`src/rtl/enigma_led_driver.sv`:
```
// Status-LED driver: NUM_LEDS channels, each off/level/pulse-stretch/blink,
// gated by a shared PWM brightness and driven with selectable pin polarity.
module enigma_led_driver #(
   parameter int NUM_LEDS      = 5,
   parameter int CLK_HZ        = 100000000,
   parameter int TICK_HZ       = 1000,
   parameter int STRETCH_TICKS = 50,
   parameter int BLINK_TICKS   = 250,
   parameter int PWM_BITS      = 4,
   parameter bit ACTIVE_HIGH   = 1'b1
) (
   input  logic                    clk_100mhz,
   input  logic                    ext_rst_n,
   input  logic [2*NUM_LEDS-1:0]   led_mode,
   input  logic [NUM_LEDS-1:0]     led_in,
   input  logic [PWM_BITS-1:0]     brightness,
   output logic [NUM_LEDS-1:0]     led_out,
   output logic                    tick_out
);

   localparam int TICK_DIV = CLK_HZ / TICK_HZ;
   localparam int PRE_W    = $clog2(TICK_DIV + 1);
   localparam int STR_W    = $clog2(STRETCH_TICKS + 1);
   localparam int BLK_W    = $clog2(BLINK_TICKS + 1);

   localparam logic [PRE_W-1:0] PRE_LAST   = PRE_W'(TICK_DIV - 1);
   localparam logic [PRE_W-1:0] PRE_PENULT = PRE_W'(TICK_DIV - 2);
   localparam logic [STR_W-1:0] STR_LOAD   = STR_W'(STRETCH_TICKS);
   localparam logic [BLK_W-1:0] BLK_LAST   = BLK_W'(BLINK_TICKS - 1);

   localparam logic [1:0] MODE_OFF     = 2'b00;
   localparam logic [1:0] MODE_LEVEL   = 2'b01;
   localparam logic [1:0] MODE_STRETCH = 2'b10;
   localparam logic [1:0] MODE_BLINK   = 2'b11;

   localparam logic [NUM_LEDS-1:0] INACTIVE = ACTIVE_HIGH ? '0 : '1;

   logic [PRE_W-1:0]    presc;
   logic [BLK_W-1:0]    blink_cnt;
   logic                phase;
   logic [PWM_BITS-1:0] pwm_cnt;
   logic [NUM_LEDS-1:0] in_q;
   logic [NUM_LEDS-1:0] in_qq;
   logic [STR_W-1:0]    str_cnt [NUM_LEDS];
   logic [NUM_LEDS-1:0] rise;
   logic [NUM_LEDS-1:0] logical;
   logic                gate;

   assign rise = in_q & ~in_qq;
   assign gate = (&brightness) | (pwm_cnt < brightness);

   always_comb begin
      logical = '0;
      for (int i = 0; i < NUM_LEDS; i++) begin
         case (led_mode[2*i +: 2])
            MODE_OFF:     logical[i] = 1'b0;
            MODE_LEVEL:   logical[i] = in_q[i];
            MODE_STRETCH: logical[i] = (str_cnt[i] != '0);
            MODE_BLINK:   logical[i] = in_q[i] & phase;
            default:      logical[i] = 1'b0;
         endcase
      end
   end

   always_ff @(posedge clk_100mhz) begin
      if (!ext_rst_n) begin
         presc     <= '0;
         tick_out  <= 1'b0;
         blink_cnt <= '0;
         phase     <= 1'b0;
         pwm_cnt   <= '0;
         in_q      <= '0;
         in_qq     <= '0;
         led_out   <= INACTIVE;
         for (int i = 0; i < NUM_LEDS; i++) begin
            str_cnt[i] <= '0;
         end
      end else begin
         presc    <= (presc == PRE_LAST) ? '0 : presc + 1'b1;
         // registered one count early so tick_out is high exactly while presc == TICK_DIV-1
         tick_out <= (presc == PRE_PENULT);
         in_q     <= led_in;
         in_qq    <= in_q;
         pwm_cnt  <= pwm_cnt + 1'b1;

         if (tick_out) begin
            if (blink_cnt == BLK_LAST) begin
               blink_cnt <= '0;
               phase     <= ~phase;
            end else begin
               blink_cnt <= blink_cnt + 1'b1;
            end
         end

         // a rising edge reloads even on a tick cycle, so retriggers extend the pulse
         for (int i = 0; i < NUM_LEDS; i++) begin
            if (led_mode[2*i +: 2] != MODE_STRETCH) begin
               str_cnt[i] <= '0;
            end else if (rise[i]) begin
               str_cnt[i] <= STR_LOAD;
            end else if (tick_out && (str_cnt[i] != '0)) begin
               str_cnt[i] <= str_cnt[i] - 1'b1;
            end
         end

         led_out <= (logical & {NUM_LEDS{gate}}) ^ INACTIVE;
      end
   end

endmodule

```
`config.mk`:
```
export PLATFORM = sky130hd
export DESIGN_NAME = enigma_led_driver
export DESIGN_NICKNAME = d
export VERILOG_FILES = /design/src/rtl/enigma_led_driver.sv
export SDC_FILE = /design/constraint.sdc
export NUM_CORES = 1
export LEC_CHECK = 0
export CAP_MARGIN = 0
export CORE_ASPECT_RATIO = 1.75
export CORE_MARGIN = 2
export CORE_UTILIZATION = 55
export CTS_CLUSTER_DIAMETER = 120
export DETAILED_ROUTE_END_ITERATION = 8
export HOLD_SLACK_MARGIN = 0.15
export PLACE_DENSITY = 0.73
export SYNTH_ARGS = -nofsm -noshare
export SYNTH_HDL_FRONTEND = slang
export SYNTH_SLANG_ARGS = --single-unit
```
`constraint.sdc`:
```
create_clock -name clk_100mhz -period 2.3 [get_ports clk_100mhz]
set_input_delay 0.23 -clock clk_100mhz [delete_from_list [all_inputs] [get_ports clk_100mhz]]
set_output_delay 0.23 -clock clk_100mhz [all_outputs]
set_load 0.005 [all_outputs]
```
Word level (Yosys, flattened, before mapping)
Memories as Yosys holds them, arrays and structs flattened.
Cells that the tools add are included.
{ "totals": {"ff_bits": 46, "ramBits": 30, "in_bits": 21, "output_inout_bits": 6, "word_cells": 167, "mem_count": 1} }
{ "memory_table": {"columns": ["name", "depth", "width", "rd", "rd_ports_with_merged_regs", "wr", "line", "rtl"], "rows": [
  ["str_cnt", 5, 6, 5, 0, 5, "44", "logic [STR_W-1:0] str_cnt [NUM_LEDS];"]
]} }
{ "op_classes": {"addsub": 8, "order_cmp": 1, "n_eq_ne": 23, "n_mux": 82, "bitwise_logic": 26, "n_reduce_logical": 18} }
{ "ops": {"columns": ["cell", "count"], "rows": [
  ["6-bit two-way mux", 15],
  ["1-bit two-way mux", 61],
  ["17-bit == test (second input constant)", 2],
  ["6-bit nonzero test", 5],
  ["6-bit by 1-bit subtractor with 6-bit output (second input constant)", 5],
  ["2-bit == test (second input constant)", 10],
  ["1-bit case mux with 4 select lines", 5],
  ["17-bit by 1-bit adder with 17-bit output (second input constant)", 1],
  ["1-bit bitwise OR", 16],
  ["5-bit AND", 2],
  ["2-bit by 1-bit == test with 1-bit output (second input constant)", 5],
  ["2-bit logical NOT", 5],
  ["2-bit inequality test (second input constant)", 5],
  ["8-bit by 1-bit adder with 8-bit output (second input constant)", 1],
  ["8-bit == test (second input constant)", 1],
  ["8-bit two-way mux", 1],
  ["1-bit AND", 5],
  ["1-bit logical AND", 5],
  ["5-bit inverter", 1],
  ["4-bit by 1-bit adder with 4-bit output (second input constant)", 1],
  ["4-bit < comparator", 1],
  ["4-bit AND reduction", 1],
  ["1-bit inverter", 2],
  ["2-bit AND reduction", 1],
  ["2-bit OR reduction", 1]
]} }

Depth between registers and ports, before layout
Gate-level depths: netlist of the first run.
{ "logic_depth": {"depth_word": 8, "ltp_mapped": 6} }

Least setup slack after synthesis of the first run
OpenSTA, ideal clock, no wires.
{ "synth_path": {"path_kind": "reg-to-reg", "start": "memory str_cnt[3][0] (netlist name)", "end": "memory str_cnt[3][0] (netlist name) (enable)", "setup_ns": 0.308, "t_arrival_ns": 1.490, "path_slack_ns": 0.502, "stages_incl_launch_ff": 7, "path_buffers": 0, "period_less_slack_ns": 1.798, "cell_sequence": "edfxtp_1 -> inv_1 -> ha_1 -> nand2b_1 -> or4_1 -> nand4_1 -> nand3_1"} }
{ "synth_lines": {"columns": ["element", "line"], "rows": [
  ["start: declaration", "44"]
]} }

==> results of run 1 <==
[Yosys cell counts (2+ instances only)]
cell type | n | area share
nand4_1 | 12 | 0.021
a211oi_1 | 2 | 0.0042
dfxtp_1 | 46 | 0.26
nand4b_1 | 2 | 0.0049
inv_1 | 25 | 0.026
edfxtp_1 | 30 | 0.25
ha_1 | 14 | 0.049
nand2_1 | 18 | 0.019
or4_1 | 2 | 0.0042
nand3b_1 | 4 | 0.0083
nand2b_1 | 7 | 0.012
nor3_1 | 11 | 0.015
or3_1 | 7 | 0.012
a21oi_1 | 22 | 0.031
nor4_2 | 4 | 0.014
xor2_1 | 11 | 0.027
buf_2 | 3 | 0.0042
o21ai_0 | 21 | 0.029
nor2_1 | 51 | 0.053
and2_1 | 10 | 0.017
nor2b_1 | 4 | 0.0069
o21bai_1 | 2 | 0.0042
xnor2_1 | 29 | 0.070
nor3b_1 | 3 | 0.0062
nand3_1 | 10 | 0.014
[where the power goes]
group / leakage, nW / switching, mW / internal (mW) / total (mW)
clock: 0.140 / 0.484 / 0.817 / 1.30
sequential: 0.727 / 0.0345 / 1.44 / 1.48
combinational: 0.758 / 0.118 / 0.127 / 0.244
[layer usage]
layer	wire length (um)	up-vias	global-route usage	share of wire
met3	202	10	0.0467	0.031
li1	-	1349	-	-
met1	2710	1243	0.200	0.41
met4	114	0	0.0903	0.017
met2	3540	40	0.354	0.54
met5	0	-	0	0
[state kept, by name, summed over array words and instances, names as in the netlist]
name       cells
pwm_cnt        4
blink_cnt      8
led_out        5
str_cnt       30
phase          1
presc         17
in_qq          5
tick_out       1
in_q           5
[worst reg2reg max path, stage by stage, from the launching register on]
cell      delay [ns]
edfxtp_1        0.41
inv_1           0.08
ha_1            0.15
nand2b_1        0.09
or4_1           0.44
nand4_1         0.25
nand3_1         0.27
[layout by cell type (no fill, tap or decap), drive strengths merged, types with 15 or more instances in the layout]
cell type / count
nor2: 52
dfxtp: 46
edfxtp: 30
xnor2: 29
clkdlybuf4s50: 26
inv: 25
o21ai: 23
a21oi: 22
nand2: 18
clkbuf: 15
[cell type report]
type,count,area [sq um]
Fill cell,531,2160
Timing Repair Buffer,34,320
Multi-Input combinational cell,259,1660
Inverter,25,93.8
Clock inverter,1,5.00
Sequential cell,76,1820
Tap cell,82,103
Clock buffer,15,278
[per-stage QoR]
step | total power [mW] | cells
finish | 3.02 | 492
global route | 3.15 | 492
CTS | 3.04 | 492
detailed placement | 1.75 | 476
global placement | 1.74 | 476
floorplan | 1.65 | 365
[worst paths after layout]
path                      start  depth (start not counted)       endpoint  slack [ns]
hold / removal       pwm_cnt[0]                          1     pwm_cnt[0]        0.46
hold reg to reg      pwm_cnt[0]                          1     pwm_cnt[0]        0.46
setup reg to reg  str_cnt[3][0]                          6  str_cnt[3][2]        0.30
setup / recovery  str_cnt[3][0]                          6  str_cnt[3][2]        0.30
[cells by family (layout without fill, tap and decap cells)]
logic type / count (synthesis) / in the layout
flops: 76 / 76
compound gates: 52 / 52
fa+ha+maj: 14 / 14
simple gates: 153 / 153
buf+inv: 30 / 75
xor+xnor: 40 / 40
==> metrics.md, run 1 <==
| Metric | Value |
|---|---|
| Crit path largest cell delay | `0.44 ns` |
| Layout cells sized above 1 | `0.0780` |
| Mapped Avg Cell Area | `9.88 sq um` |
| Final setup violation count | `0` |
| Max VDD drop | `587 uV` |
| Adder-cell area share of the yosys netlist | `0.0486` |
| Multiplexer share of the synthesized area | `0` |
| Final Hold Viols | `0` |
| Wire per inst | `13.4 um` |
| Router iterations before antenna repair | `5` |
| Fmax | `500 MHz` |
| Clk root buf | `clkbuf_16` |
| Final Instance Area | `0.00428 sq mm` |
| Hold Path Class | `reg -> reg` |
| Maximum root-to-sink buffer count | `2` |
| Ys async rst share | `0` |
| #FFs+latches synth | `76` |
| Mapped cell area | `0.00361 sq mm` |
| Post-CTS Repair Setup Buffers | `0` |
| Total Wirelength | `6570 um` |
| CTS tree | `done` |
| Hold WS | `0.462 ns` |
| DRC | `0` |
| Initial antenna violation count | `0` |
| Nets | `440` |
| Detail-routed via count per cell | `5.37` |
| Max Cap Viol | `0` |
| Register area share after synthesis | `0.505` |
| Die X | `65.2 um` |
| Post_cts resized | `0` |
| Die ar. | `0.00725 sq mm` |
| Setup Skew | `0.00624 ns` |
| Ys flop type | `dfxtp_1` |
| Actual slew at the worst max-slew pin | `0.554 ns` |
| Simple-Gate Fraction of Synth Area | `0.234` |
| Rows | `39` |
| Starting Density | `0.560` |
| Synth Instances | `365` |
| Final ANT Viol Nets | `0` |
| Total power per unit cell area | `706 mW/mm^2` |
| Max H-tree Level | `3` |
| XOR/XNOR Fraction of Synth Area | `0.0972` |
| First-pass GRT wire length | `11,000 um` |
| Clk sinks | `76` |
| Vias | `2,642` |
| Crit-path slowest cell | `or4_1` |
| Post-Place Worst Slack | `0.312 ns` |
| Post-DP Area | `0.00400 sq mm` |
| Hpwl dp | `4900 um` |
| GPL Wtd Cong | `0.787` |
| Max FO, Critical Path | `7` |
| Aggregate global-route resource usage | `0.194` |
| Main combinational cell family by area after synthesis | `simple AND/OR/NAND/NOR gates` |
| Setup ws final | `0.300 ns` |
| Post-synth cell types | `40` |
| First-iteration detailed-routing DRC count | `89` |
| Layout area overhead | `18.7%` |
| Vias in the first global route | `2,630` |
| Worst path bufs/invs | `1` |
| Cell family with most CP delay | `simple AND/OR/NAND/NOR gates` |
| Total negative setup slack | `0 ns` |
| I/O pin cnt | `27` |
| Clock Latency Late Sink | `0.33 ns` |
| Reg clk slew, reported paths | `0.05 ns` |
| Rel. slew slack | `0.628` |
| Die Y | `111 um` |
| Status | `finished, final reports clean` |
| Pins Over Slew Limit | `0` |
| Critical-path cell list | `inv_1 > ha_1 > nand2b_1 > or4_1 > nand4_1 > nand3_1` |
| CP Class | `reg -> reg` |
| Leakage | `1.62 nW` |
| Fin crit share | `0.869` |
| Core area | `0.00644 sq mm` |
| Syn Nets | `400` |
| Critical path launch point type | `register` |
| ANT cells | `0` |
| RSZ-0062 raised after global routing | `no` |
| Crit. End Element | `register` |
| Post-route core utilization | `0.665` |
| Largest net degree at the start of global routing | `22` |
| Total CTS buffers | `9` |
| Critical Path AT | `2.02 ns` |
| YS warnings | `0` |
| Compound-Gate Fraction of Synth Area | `0.0805` |
| Post-synth EDFFs | `30` |
| WP data required | `2.32 ns` |
| GR Overflow Total | `0` |
| Minimum clock period | `2.00 ns` |
| PortBufs | `26` |
| Hold Buf Count CTS | `0` |
No activity file was read; power rests on OpenSTA's default activity.
==> run 2, diff against run 1 <==
--- a/config.mk
+++ b/config.mk
@@ -13,6 +13,7 @@
 export DETAILED_ROUTE_END_ITERATION = 8
 export HOLD_SLACK_MARGIN = 0.15
 export PLACE_DENSITY = 0.73
+export REMOVE_ABC_BUFFERS = 1
 export SYNTH_ARGS = -nofsm -noshare
 export SYNTH_HDL_FRONTEND = slang
 export SYNTH_SLANG_ARGS = --single-unit
==> metrics.md, run 2 (synthesized netlist as in run 1, its figures left out) <==
| Metric | Value |
|---|---|
| Beginning of the worst register-to-register path | `str_cnt[3][0]` |
| Most common library cell in the layout ignoring fill and taps | `nor2_1` |
| Total Wirelength | `6670 um` |
| Post_cts resized | `0` |
| Clk sinks | `76` |
| Hold depth | `1` |
| Largest net degree at the start of global routing | `16` |
| R2R Setup Slk | `0.29 ns` |
| Max Cap Viol | `0` |
| Actual slew at the worst max-slew pin | `0.643 ns` |
| Hpwl dp | `4850 um` |
| Layout cells sized above 1 | `0.0876` |
| Post-CTS Repair Setup Buffers | `0` |
| Total negative setup slack | `0 ns` |
| Vias | `2,649` |
| Worst setup endpoint | `str_cnt[3][3]` |
| Critical path launch point type | `register` |
| Max H-tree Level | `3` |
| Largest regs | `str_cnt: 30 flops, presc: 17 flops, blink_cnt: 8 flops` |
| GPL Wtd Cong | `0.804` |
| Router iterations before antenna repair | `4` |
| Clock Latency Late Sink | `0.33 ns` |
| Minimum clock period | `2.01 ns` |
| Rows | `39` |
| Final setup violation count | `0` |
| GR Overflow Total | `0` |
| Max VDD drop | `642 uV` |
| Final Hold Viols | `0` |
| Commonest non-fill, non-tap cells in the layout | `51 x nor2_1, 46 x dfxtp_1, 30 x edfxtp_1, 29 x xnor2_1, 26 x clkdlybuf4s50_1` |
| Wire per inst | `13.5 um` |
| Die ar. | `0.00725 sq mm` |
| Fillcell total | `509` |
| Max FO, Critical Path | `7` |
| Aggregate global-route resource usage | `0.205` |
| Layout area overhead | `20.5%` |
| Die X | `65.2 um` |
| Fin crit share | `0.874` |
| Reg clk slew, reported paths | `0.05 ns` |
| CP Class | `reg -> reg` |
| Worst Setup SP | `str_cnt[3][0]` |
| Leakage | `1.65 nW` |
| Starting Density | `0.560` |
| Total CTS buffers | `9` |
| Nets | `441` |
| ANT cells | `0` |
| Core area | `0.00644 sq mm` |
| Detail-routed via count per cell | `5.37` |
| First-iteration detailed-routing DRC count | `104` |
| PortBufs | `26` |
| Worst r2r dst | `str_cnt[3][3]` |
| DRC | `0` |
| First-pass GRT wire length | `11,600 um` |
| Final ANT Viol Nets | `0` |
| Critical Path AT | `2.03 ns` |
| Fmax | `497 MHz` |
| Rel. slew slack | `0.571` |
| Crit. End Element | `register` |
| Hold Buf Count CTS | `0` |
| Largest register FFs | `30` |
| Hold Path Class | `reg -> reg` |
| Vias in the first global route | `2,732` |
| CTS tree | `done` |
| Status | `finished, final reports clean` |
| Pins Over Slew Limit | `0` |
| Reg with most FFs | `str_cnt` |
| Post-route core utilization | `0.675` |
| RSZ-0062 raised after global routing | `no` |
| WP data required | `2.32 ns` |
| R2R cell count | `6` |
| Die Y | `111 um` |
| I/O pin cnt | `27` |
| Clk root buf | `clkbuf_16` |
| Initial antenna violation count | `0` |
| Setup Skew | `0.00268 ns` |
| Maximum root-to-sink buffer count | `2` |
| Total power per unit cell area | `758 mW/mm^2` |
## run 2: cell types whose count changed in the layout (fill, tap and decap cells not counted), sizes merged
cell	previous run	this run
clkinvlp	0	2
bufinv	0	3
clkbuf	15	9
clkinv	1	2
buf	8	9
## run 2: routing by layer
layer / share of wire / global-route usage
met2: 0.52 / 0.354
met1: 0.42 / 0.229
met3: 0.034 / 0.0487
met4: 0.024 / 0.100
met5: 0 / 0
## run 2: worst min path at each step
stage	slack, ns	startpoint	to
floorplan	0.34	ext_rst_n	in_qq[4]
global placement	0.45	pwm_cnt[0]	pwm_cnt[0]
detailed placement	0.46	pwm_cnt[0]	pwm_cnt[0]
CTS	0.48	led_in[3]	in_q[3]
global route	0.49	led_in[3]	in_q[3]
finish	0.48	pwm_cnt[0]	pwm_cnt[0]
## run 2: layout make-up
class / instances / area, sq um / area share
Sequential cell: 76 / 1820 / 0.419
Clock buffer: 9 / 225 / 0.0518
Inverter: 25 / 93.8 / 0.0216
Clock inverter: 7 / 115 / 0.0265
Multi-Input combinational cell: 259 / 1660 / 0.382
Timing Repair Buffer: 35 / 328 / 0.0754
Tap cell: 82 / 103 / 0.0236
## run 2: power by group
part / internal, mW / switching, mW
clock network: 1.05 / 0.520
registers: 1.44 / 0.0347
logic: 0.125 / 0.119
total: 2.62 / 0.674
## run 2: worst max-delay path, stage by stage, from the launching register on
cell	delay [ns]
edfxtp_1	0.41
inv_1	0.08
ha_1	0.15
nand2b_1	0.10
or4_1	0.45
nand4_1	0.24
nand3_1	0.27
## run 2: through the flow
stage | instance area (sq um) | setup WS (ns) | total power [mW] | hold WS (ns) | cells
4_1_cts | 4350 | 0.269 | 3.33 | 0.478 | 493
5_1_grt | 4350 | 0.123 | 3.42 | 0.487 | 493
3_5_place_dp | 4010 | 0.282 | 1.75 | 0.456 | 477
6_report | 4350 | 0.289 | 3.29 | 0.476 | 493
3_3_place_gp | 4010 | 0.340 | 1.74 | 0.445 | 477
2_1_floorplan | 3580 | 0.503 | 1.64 | 0.341 | 360
==> run 3, diff against run 2 <==
--- a/config.mk
+++ b/config.mk
@@ -5,12 +5,12 @@
 export SDC_FILE = /design/constraint.sdc
 export NUM_CORES = 1
 export LEC_CHECK = 0
-export CAP_MARGIN = 0
 export CORE_ASPECT_RATIO = 1.75
 export CORE_MARGIN = 2
 export CORE_UTILIZATION = 55
 export CTS_CLUSTER_DIAMETER = 120
 export DETAILED_ROUTE_END_ITERATION = 8
+export GPL_TIMING_DRIVEN = 0
 export HOLD_SLACK_MARGIN = 0.15
 export PLACE_DENSITY = 0.73
 export REMOVE_ABC_BUFFERS = 1
==> metrics.md, run 3 (synthesized netlist as in run 1, its figures left out) <==
| Metric | Value |
|---|---|
| Status | `finished, final reports clean` |
| Minimum clock period | `2.15 ns` |
| Beginning of the worst register-to-register path | `str_cnt[0][0]` |
| DRC | `0` |
| Largest register FFs | `30` |
| Placed cell count | `468` |
| Setup ws final | `0.152 ns` |
| Final Instance Area | `0.00423 sq mm` |
| CP Class | `in -> reg` |
| First-iteration detailed-routing DRC count | `131` |
| Post-DP Area | `0.00394 sq mm` |
| Clk root buf | `clkbuf_16` |
| Non-Filler Instances | `484` |
| R2R Setup Slk | `0.23 ns` |
| Wire per inst | `13.1 um` |
| Worst Setup SP | `ext_rst_n` |
| Nets | `432` |
| Critical Path AT | `2.18 ns` |
| Max FO, Critical Path | `29` |
| Aggregate global-route resource usage | `0.194` |
| Clk sinks | `76` |
| Total negative setup slack | `0 ns` |
| GPL Wtd Cong | `0.705` |
| Router iterations before antenna repair | `4` |
| Reg with most FFs | `str_cnt` |
| Starting Density | `0.560` |
| Hold Buf Count CTS | `0` |
| Die Y | `111 um` |
| Fmax | `465 MHz` |
| Die X | `65.2 um` |
| Setup Skew | `0.00448 ns` |
| Actual slew at the worst max-slew pin | `0.977 ns` |
| First-pass GRT wire length | `11,200 um` |
| Die ar. | `0.00725 sq mm` |
| Post-Place Worst Slack | `-0.449 ns` |
| Maximum root-to-sink buffer count | `2` |
| Reg clk slew, reported paths | `0.06 ns` |
| Total Wirelength | `6330 um` |
| Initial antenna violation count | `0` |
| Total CTS buffers | `9` |
| Fin crit share | `0.934` |
| Clock Latency Late Sink | `0.33 ns` |
| Max H-tree Level | `3` |
| Worst setup endpoint | `str_cnt[4][0]` |
| Hold Path Class | `reg -> reg` |
| Final setup violation count | `0` |
| Most common library cell in the layout ignoring fill and taps | `nor2_1` |
| Total power per unit cell area | `720 mW/mm^2` |
| Layout cells sized above 1 | `0.0647` |
| Critical path launch point type | `input pin` |
| Hpwl dp | `4500 um` |
| ANT cells | `0` |
| Final ANT Viol Nets | `0` |
| I/O pin cnt | `27` |
| CTS tree | `done` |
| Core area | `0.00644 sq mm` |
| Final Hold Viols | `0` |
| Largest net degree at the start of global routing | `30` |
| Post-route core utilization | `0.657` |
| Worst r2r dst | `str_cnt[0][1]` |
| Commonest non-fill, non-tap cells in the layout | `51 x nor2_1, 46 x dfxtp_1, 30 x edfxtp_1, 29 x xnor2_1` |
| Layout area overhead | `17.3%` |
| PortBufs | `26` |
| R2R cell count | `6` |
| WP data required | `2.34 ns` |
| Hold WS | `0.463 ns` |
| RSZ-0062 raised after global routing | `no` |
| Vias | `2,583` |
| GR Overflow Total | `0` |
| Crit. End Element | `register` |
| Leakage | `1.59 nW` |
| Rel. slew slack | `0.349` |
| Vias in the first global route | `2,633` |
| Largest regs | `str_cnt: 30 flops, presc: 17 flops, blink_cnt: 8 flops` |
| Pins Over Slew Limit | `0` |
| Max VDD drop | `589 uV` |
| Detail-routed via count per cell | `5.34` |
| Rows | `39` |
| Max Cap Viol | `0` |
| Power Total | `3.05 mW` |
[run 3: timing repair]
item,4_1_cts,5_1_grt
setup endpoints to repair,6,12
resized for setup,1,2
buffers inserted,0,0
[run 3: per-layer routing]
layer,GRT usage,up-vias,wire [um]
met5,0,-,0
met4,0.0778,0,131
met3,0.0457,11,229
met2,0.331,38,3170
met1,0.229,1200,2800
li1,-,1334,-
[run 3: final cells by class]
type | instances | area, sq um
Timing Repair Buffer | 26 | 259
Clock inverter | 6 | 55.1
Fill cell | 540 | 2210
Inverter | 25 | 93.8
Tap cell | 82 | 103
Multi-Input combinational cell | 259 | 1670
Clock buffer | 10 | 229
Sequential cell | 76 | 1820
[run 3: how the worst min path moves through the flow]
stage          slack [ns]    endpoint  cells after the start  startpoint
2_1_floorplan        0.34    in_qq[4]                      2   ext_rst_n
3_3_place_gp         0.44  pwm_cnt[0]                      1  pwm_cnt[0]
3_5_place_dp         0.46  pwm_cnt[0]                      1  pwm_cnt[0]
4_1_cts              0.47  pwm_cnt[0]                      1  pwm_cnt[0]
5_1_grt              0.49     in_q[2]                      2   led_in[2]
6_report             0.46  pwm_cnt[0]                      1  pwm_cnt[0]
[run 3: worst max-delay path, cell delays in order]
cell           delay, ns
dlygate4sd2_1       0.84
inv_1               0.35
or4_1               0.75
[run 3: where the power goes]
group,internal [mW],total [mW],switching (mW)
Clock,0.828,1.34,0.512
Combinational,0.116,0.231,0.114
Sequential,1.44,1.48,0.0345
